File: src/rtl/fetch_stage_pkg.sv
// fetch_stage_pkg: shared exception codes, address map constants and F/D record type
package fetch_stage_pkg;
    localparam logic [31:0] PC_RESET   = 32'h0000_3000;
    localparam logic [31:0] HANDLER_PC = 32'h0000_4180;
    localparam logic [31:0] IM_LO      = 32'h0000_3000;
    localparam logic [31:0] IM_HI      = 32'h0000_6FFC;
    localparam logic [4:0]  EXC_NONE   = 5'd0;
    localparam logic [4:0]  EXC_ADEL   = 5'd4;
    localparam logic [4:0]  EXC_SYS    = 5'd8;
    localparam logic [4:0]  EXC_RI     = 5'd10;
    localparam logic        TRUE       = 1'b1;
    localparam logic        FALSE      = 1'b0;

    typedef struct packed {
        logic [31:0] pc;
        logic [31:0] instr;
        logic [4:0]  exc;
        logic        isbd;
    } fd_t;

    // Misaligned or outside the instruction memory window
    function automatic logic adel(input logic [31:0] a);
        return (a[1:0] != 2'b00) || (a < IM_LO) || (a > IM_HI);
    endfunction
endpackage

File: src/rtl/fetch_stage_fd_reg.sv
// fd_reg: 70-bit F/D pipeline register with flush-to-bubble and hold
// Ports: clk, reset (async active-low), i_en (load), i_flush (bubble, wins over
// i_en), i_flush_pc (pc carried by the bubble), i_d (F-side record), o_q (D-side record)
module fd_reg
    import fetch_stage_pkg::*;
(
    input  logic        clk,
    input  logic        reset,
    input  logic        i_en,
    input  logic        i_flush,
    input  logic [31:0] i_flush_pc,
    input  fd_t         i_d,
    output fd_t         o_q
);
    fd_t r_q;

    always_ff @(posedge clk or negedge reset)
        if (!reset)
            r_q <= '{pc: PC_RESET, instr: 32'h0, exc: EXC_NONE, isbd: FALSE};
        else if (i_flush)
            r_q <= '{pc: i_flush_pc, instr: 32'h0, exc: EXC_NONE, isbd: FALSE};
        else if (i_en)
            r_q <= i_d;

    assign o_q = r_q;
endmodule

File: src/rtl/fetch_stage.sv
// fetch_stage: PC register, AdEL detection, next-PC steering and F/D register
// Ports: clk, reset (async active-low), F_inStr_mem (IM data), D_nextpc, F_isBD,
// D_eret, EPC, stall, req (CP0 exception taken) in; F_pc (to IM), D_pc, D_inStr,
// D_ExcCode, D_isBD (to decode) out
module fetch_stage
    import fetch_stage_pkg::*;
(
    input  logic        clk,
    input  logic        reset,
    input  logic [31:0] F_inStr_mem,
    input  logic [31:0] D_nextpc,
    input  logic        F_isBD,
    input  logic        D_eret,
    input  logic [31:0] EPC,
    input  logic        stall,
    input  logic        req,
    output logic [31:0] F_pc,
    output logic [31:0] D_pc,
    output logic [31:0] D_inStr,
    output logic [4:0]  D_ExcCode,
    output logic        D_isBD
);
    logic [31:0] r_pc;
    logic [31:0] w_next_pc;
    logic        w_adel;
    logic        w_flush;
    logic        w_en;
    fd_t         w_f;
    fd_t         w_d;

    assign F_pc   = r_pc;
    assign w_adel = adel(r_pc);
    // Forced zero keeps a bad fetch's (possibly X) memory data out of decode
    assign w_f    = '{pc: r_pc, instr: w_adel ? 32'h0 : F_inStr_mem,
                      exc: w_adel ? EXC_ADEL : EXC_NONE, isbd: F_isBD};

    // req beats stall; a stalled eret waits and is re-evaluated next cycle
    assign w_flush   = req | (D_eret & ~stall);
    assign w_en      = ~stall;
    assign w_next_pc = req ? HANDLER_PC : stall ? r_pc : D_eret ? EPC : D_nextpc;

    always_ff @(posedge clk or negedge reset)
        if (!reset)
            r_pc <= PC_RESET;
        else
            r_pc <= w_next_pc;

    fd_reg u_fd_reg (
        .clk        (clk),
        .reset      (reset),
        .i_en       (w_en),
        .i_flush    (w_flush),
        .i_flush_pc (req ? HANDLER_PC : EPC),
        .i_d        (w_f),
        .o_q        (w_d)
    );

    assign D_pc      = w_d.pc;
    assign D_inStr   = w_d.instr;
    assign D_ExcCode = w_d.exc;
    assign D_isBD    = w_d.isbd;
endmodule

File: config.mk
export PLATFORM = sky130hd
export DESIGN_NAME = fetch_stage
export DESIGN_NICKNAME = d
export VERILOG_FILES = /design/src/rtl/fetch_stage_pkg.sv /design/src/rtl/fetch_stage_fd_reg.sv /design/src/rtl/fetch_stage.sv
export SDC_FILE = /design/constraint.sdc
export NUM_CORES = 1
export LEC_CHECK = 0
export CAP_MARGIN = 20
export CORE_UTILIZATION = 42
export CTS_CLUSTER_DIAMETER = 100
export CTS_CLUSTER_SIZE = 16
export DETAILED_ROUTE_END_ITERATION = 16
export PLACE_DENSITY = 0.78
export SLEW_MARGIN = 0
export SYNTH_ARGS = -nofsm -noshare
export SYNTH_HDL_FRONTEND = slang
export SYNTH_SLANG_ARGS = --single-unit
File: constraint.sdc
create_clock -name clk -period 1.7 [get_ports clk]
set_input_delay 0.34 -clock clk [delete_from_list [all_inputs] [get_ports clk]]
set_output_delay 0.34 -clock clk [all_outputs]
set_load 0.01 [all_outputs]
==> reports/summary.txt, run 1 <==
Max VDD drop = 357 uV
Routed Wire Length = 13.0 mm
Skew final = 0.00928 ns
Final setup fails = 0
Root Driver = clkbuf_8
CP Capture Type = register
TritonCTS Buffers = 9
Die area = 0.0112 sq mm
Fin crit share = 0.978
Max Slew Vio Count = 0
Max frequency = 601 MHz
EDFF count, synth = 0
ANT nets after route = 0
Final hold slack = 0.317 ns
Worst-path fanout max = 16
CTS clk-pin slew, worst paths = 0.09 ns
Number of global-route vias before repair = 4040
Vert. Die Dim = 106 um
GRT overflow = 0
Share of the synthesized area in the top cell type = 0.522
Initial antenna violation count = 0
Arrival @ worst endpoint = 1.96 ns
Largest net degree at the start of global routing = 97
Initial Utilization = 0.435
CORE AREA = 0.0104 sq mm
Vias per cell = 5.08
Hold Crit Class = in2reg
#FFs+latches synth = 98
Die X = 106 um
Fin nets = 777
Initial drt markers = 203
Worst-Skew Late Latency = 0.36 ns
Share of layout cells above drive strength 1 = 0.0765
RSZ-0062 raised after global routing = yes
Port Buf Inserts = 199
Final Hold Viols = 0
Via count = 4148
PnR worst setup slack = 0.0373 ns
1st-pass router iterations = 4
Leakage power = 3.14 nW
CTS tree = built
Ys flop type = dfrtp_1
Rows = 37
YS warnings = 0
GRT Util Overall = 0.229
Global-route wire length before repair = 20.0 mm
Ys async rst share = 1.00
Sink Count = 98
DP HPWL = 9.15 mm
Area leader, netlist = dfrtp_1
Pwr Density = 735 mW/mm^2
Synth unique cells = 25
MaxCap Viol Count = 0
# DRC = 0
Avg WL per Cell = 15.9 um
Synth area leaders = dfrtp_1 (52%), a21oi_1 (13%), nand2b_1 (8.9%), a22o_1 (6.2%), nor2_1 (4.8%)
Critical Path Source Type = register
Status = completed
Final GP Congestion = 0.803
Avg Cell Area, Syn = 9.41 sq um
Io pins = 204
Clk buf depth = 2
Post-place setup slack = -0.0726 ns
Mapped cell area = 0.00451 sq mm
Area grow syn2layout = 54.8%
Register area share after synthesis = 0.545
CP required = 2.00 ns
Post-Synthesis Cells = 479
Setup CP Type = reg2reg
# diodes = 0
Min Clock Period, post-route = 1.66 ns
Htree depth = 3
-- layer usage --
metal  global-route usage  part of all wire  up-vias
li1                     -                 -     2010
met1                0.283              0.42     1960
met2                0.386              0.48      166
met3               0.0662             0.085       12
met4               0.0734             0.012        0
met5                    0                 0        -
-- placed cells by master, fill, tap and decap left out, types with 2 or more instances in the layout --
| cell | instances |
|---|---|
| dfrtp_1 | 94 |
| dfstp_2 | 4 |
| bufinv_16 | 2 |
| clkbuf_1 | 2 |
| conb_1 | 4 |
| buf_2 | 2 |
| inv_1 | 7 |
| buf_4 | 17 |
| clkdlybuf4s50_1 | 173 |
| o21ai_1 | 7 |
| nor2_1 | 58 |
| nand2_1 | 35 |
| buf_12 | 6 |
| a22o_1 | 32 |
| nor4_2 | 3 |
| clkbuf_8 | 10 |
| a21oi_1 | 117 |
| dlygate4sd2_1 | 18 |
| clkinvlp_4 | 2 |
| mux2i_1 | 6 |
| buf_6 | 2 |
| dlymetal6s2s_1 | 4 |
| nand2b_1 | 64 |
-- area by class of cell --
type | instances | area, sq um
Fill cell | 849 | 3390
Sequential cell | 98 | 2460
Timing Repair Buffer | 224 | 2250
Multi-Input combinational cell | 335 | 1850
Tap cell | 136 | 170
Clock buffer | 12 | 145
Clock inverter | 4 | 75.1
Inverter | 7 | 26.3
-- through the flow --
stage | total power (W) | instances | utilization | TNS [ns] | area [sq um]
2_1_floorplan | 0.00292 | 482 | - | 0 | 4520
3_3_place_gp | 0.00348 | 793 | 0.643 | -1.13 | 6670
3_5_place_dp | 0.00349 | 793 | 0.643 | -1.48 | 6670
4_1_cts | 0.00515 | 812 | 0.665 | -0.108 | 6900
5_1_grt | 0.00533 | 816 | 0.673 | -0.0469 | 6980
6_report | 0.00513 | 816 | 0.673 | 0 | 6980
-- critical path, stage by stage, from the launching register on --
cell and delay, ns:
dfrtp_1 0.39, or3_1 0.46, nor4_4 0.27, buf_4 0.18
buf_12 0.15, a22o_1 0.15
-- report_power, final --
| part | switching [W] | internal [W] |
|---|---|---|
| clock network | 0.000816 | 0.000872 |
| registers | 0.0000648 | 0.00242 |
| logic | 0.000433 | 0.000522 |
-- synth_stat cells, drive strengths merged, types with 5 or more instances --
master,n
mux2i,6
o21ai,7
dfrtp,94
a22o,32
buf,13
clkbuf,29
nand2b,64
nor2,58
nand2,35
inv,7
a21oi,117
nor4,5
-- final timing paths --
kind | start | end | slack (ns) | depth (start not counted)
setup / recovery | F_pc[31] | u_fd_reg.o_q[18] | 0.04 | 5
hold / removal | req | u_fd_reg.o_q[0] | 0.32 | 3
setup reg to reg | F_pc[31] | u_fd_reg.o_q[18] | 0.04 | 5
hold reg to reg | u_fd_reg.o_q[0] | u_fd_reg.o_q[0] | 0.50 | 2
max in group asynchronous | reset | u_fd_reg.o_q[51] | 0.69 | 3
min in group asynchronous | reset | F_pc[2] | 0.41 | 2
-- kinds of logic after synthesis --
| kind of cell | after synthesis | synth area share |
|---|---|---|
| AO/OA/AOI/OAI | 158 | 0.203 |
| buffers and inverters | 49 | 0.0519 |
| flip-flops | 98 | 0.545 |
| multiplexers | 6 | 0.0133 |
| other | 1 | 0.000832 |
| AND/OR/NAND/NOR | 167 | 0.186 |
-- state kept, by name, summed over array words and instances, names as in the netlist --
signal / count
u_fd_reg.o_q: 66
F_pc: 32
-- repair_timing --
item | in CTS | in global routing
pin swaps | 0 | 3
gates resized for setup | 19 | 8
hold buffers | 1 | 0
setup endpoints to repair | 49 | 35
gates cloned | 0 | 2
endpoints found under the hold margin | 19 | 0
buffers inserted | 2 | 3
Note: power is estimated with default switching activity, not from simulation.
==> run 2: changes to the inputs <==
CORE_UTILIZATION = 38   (was 42)
CTS_CLUSTER_SIZE = 30   (was 16)
PLACE_DENSITY = 0.74   (was 0.78)
clock period = 1.5 ns   (was 1.7 ns; I/O delays follow)
==> reports/summary.txt, run 2 (same netlist as run 1, synthesis figures left out) <==
Switch share = 0.250 (-0.00662)
Status = finished with violations
Sequential Power Share = 0.461 (-0.024)
Pwr Density = 863 mW/mm^2 (+17%)
Post-place setup slack = -0.228 ns (-0.156 ns)
Critical Path Source Type = register
Final core occ = 0.616 (-0.0565)
Largest net degree at the start of global routing = 99 (+2.1%)
Routed Wire Length = 13.3 mm (+2.7%)
Final setup fails = 33 (+33)
Port Buf Inserts = 199 (unchanged)
Most common cell after layout, fill and taps aside = a21oi_1
CP Capture Type = register
Rows = 39 (+5.4%)
Sink Count = 98 (unchanged)
Fillers = 1006 (+18%)
TritonCTS Buffers = 9 (unchanged)
Clk buf depth = 2 (unchanged)
Commonest cells after routing, fill and taps aside = a21oi_1 (117), clkdlybuf4s50_1 (97), dfrtp_1 (94), dlygate4sd2_1 (86), nand2b_1 (64)
Max Slew Vio Count = 0 (unchanged)
Internal power = 0.00458 W (+20%)
Setup CP Type = reg2reg
Initial antenna violation count = 0 (unchanged)
Fin nets = 794 (+2.2%)
MaxCap Viol Count = 0 (unchanged)
P_sw = 0.00152 W (+16%)
Die area = 0.0123 sq mm (+10%)
Skew final = 0.00442 ns (-0.00485 ns)
Max VDD drop = 601 uV (+68%)
Htree depth = 3 (unchanged)
CTS clk-pin slew, worst paths = 0.06 ns (-0.03 ns)
CP required = 1.78 ns (-0.22 ns)
Final hold slack = -0.0440 ns (-0.361 ns)
DP Cell Count = 815 (+2.8%)
Initial drt markers = 258 (+27%)
DP HPWL = 9.26 mm (+1.2%)
Worst-path fanout max = 8 (-8)
Io pins = 204 (unchanged)
RSZ-0062 raised after global routing = yes
Leakage power = 3.51 nW (+12%)
Initial Utilization = 0.393 (-0.0416)
Footprint of the multi-input gates = 0.00185 sq mm (unchanged)
GRT overflow = 0 (unchanged)
Die X = 111 um (+5.0%)
Tightest Pin Transition = 0.576 ns
Relative slew slack = 0.616
Sequential cell area = 0.00246 sq mm (unchanged)
Final GP Congestion = 0.770 (-4.1%)
Avg WL per Cell = 15.9 um (-0.27%)
Comb pwr share = 0.178 (-0.008)
Final Hold Viols = 12 (+12)
Hold Crit Class = in2async
Post-CTS Hold Fix Bufs = 0 (-1)
Via count = 4268 (+2.9%)
Number of global-route vias before repair = 4220 (+4.5%)
Max frequency = 597 MHz (-0.76%)
Area grow syn2layout = 56.8%
1st-pass router iterations = 4 (unchanged)
Worst-Skew Late Latency = 0.34 ns (-0.02 ns)
ANT nets after route = 0 (unchanged)
# DRC = 0 (unchanged)
Non-filler instance count after layout = 840 (+2.9%)
Clock power frac = 0.362 (+0.033)
Min Clock Period, post-route = 1.68 ns (+0.0127 ns)
CTS tree = built
Vert. Die Dim = 111 um (+5.0%)
Fin crit share = 1.12 (+0.139)
Vias per cell = 5.08 (about the same)
# diodes = 0 (unchanged)
Max reg flops = 66 (unchanged)
Failing checks = hold timing, setup timing
CORE AREA = 0.0115 sq mm (+11%)
Arrival @ worst endpoint = 1.95 ns (about the same)
PnR worst setup slack = -0.175 ns (-0.213 ns)
Root Driver = clkbuf_16
Share of layout cells above drive strength 1 = 0.106 (+0.0297)
GRT Util Overall = 0.217 (-0.0122)
Global-route wire length before repair = 21.2 mm (+6.1%)
## run 2: changes by cell type in the layout (fill, tap and decap cells not counted), sizes merged
cell	before	now
clkinv	0	2
clkbuf	13	19
dlymetal6s2s	4	1
bufinv	2	0
dlygate4sd2	18	86
clkdlybuf4s50	173	97
dlygate4sd3	1	0
buf	27	45
clkinvlp	2	0
clkdlybuf4s15	0	7
## run 2: power by group through the flow
stage	clock network (W)	registers, W	logic (W)
2_1_floorplan	0	0.00291	0.000393
3_3_place_gp	0	0.00285	0.00112
3_5_place_dp	0	0.00286	0.00113
4_1_cts	0.00227	0.00281	0.00107
5_1_grt	0.00238	0.00282	0.00119
6_report	0.00221	0.00281	0.00108
## run 2: worst paths after layout
| path | start | end | slack, ns | cells past startpoint |
|---|---|---|---|---|
| worst max-delay path | F_pc[17] | u_fd_reg.o_q[24] | -0.18 | 6 |
| worst min-delay path | reset | u_fd_reg.o_q[40] | -0.04 | 2 |
| worst max register to register | F_pc[17] | u_fd_reg.o_q[24] | -0.18 | 6 |
| worst min register to register | u_fd_reg.o_q[0] | u_fd_reg.o_q[0] | 0.49 | 2 |
| max in group asynchronous | reset | u_fd_reg.o_q[65] | 1.05 | 2 |
| min in group clk | stall | u_fd_reg.o_q[0] | 0.39 | 4 |
## run 2: metal layers
metal | GRT usage | wire, um | vias up
li1 | - | - | 2037
met1 | 0.269 | 5660 | 2052
met2 | 0.356 | 6390 | 165
met3 | 0.0656 | 1080 | 14
met4 | 0.0791 | 218 | 0
met5 | 0 | 0 | -
## run 2: layout make-up
type                       instances  area share
sequential                        98       0.348
timing repair buffer             241       0.321
multi-input combinational        335       0.262
clock buffer                      14      0.0388
tap                              143      0.0253
inverter                           7     0.00372
clock inverter                     2     0.00142
## run 2: critical path, cell delays in order (launching register included)
cell and delay [ns]:
dfrtp_1 0.38, nor4_2 0.30, nand2_1 0.17, nor4_4 0.29, buf_6 0.18, clkbuf_16 0.15
a22o_1 0.13
## run 2: timing repair
action,in CTS,in global routing
gates cloned,0,3
pin swaps,0,7
endpoints found under the setup margin,130,41
resized for setup,101,17
setup buffers,1,5
## run 2: through the flow
stage / power [W] / instance area, sq um / TNS [ns]
final: 0.00610 / 7070 / -4.75
after global routing: 0.00639 / 7070 / -6.85
after CTS: 0.00615 / 6960 / -5.69
after detailed placement: 0.00399 / 6780 / -6.82
after global placement: 0.00397 / 6780 / -5.57
after floorplan: 0.00330 / 4520 / -2.59
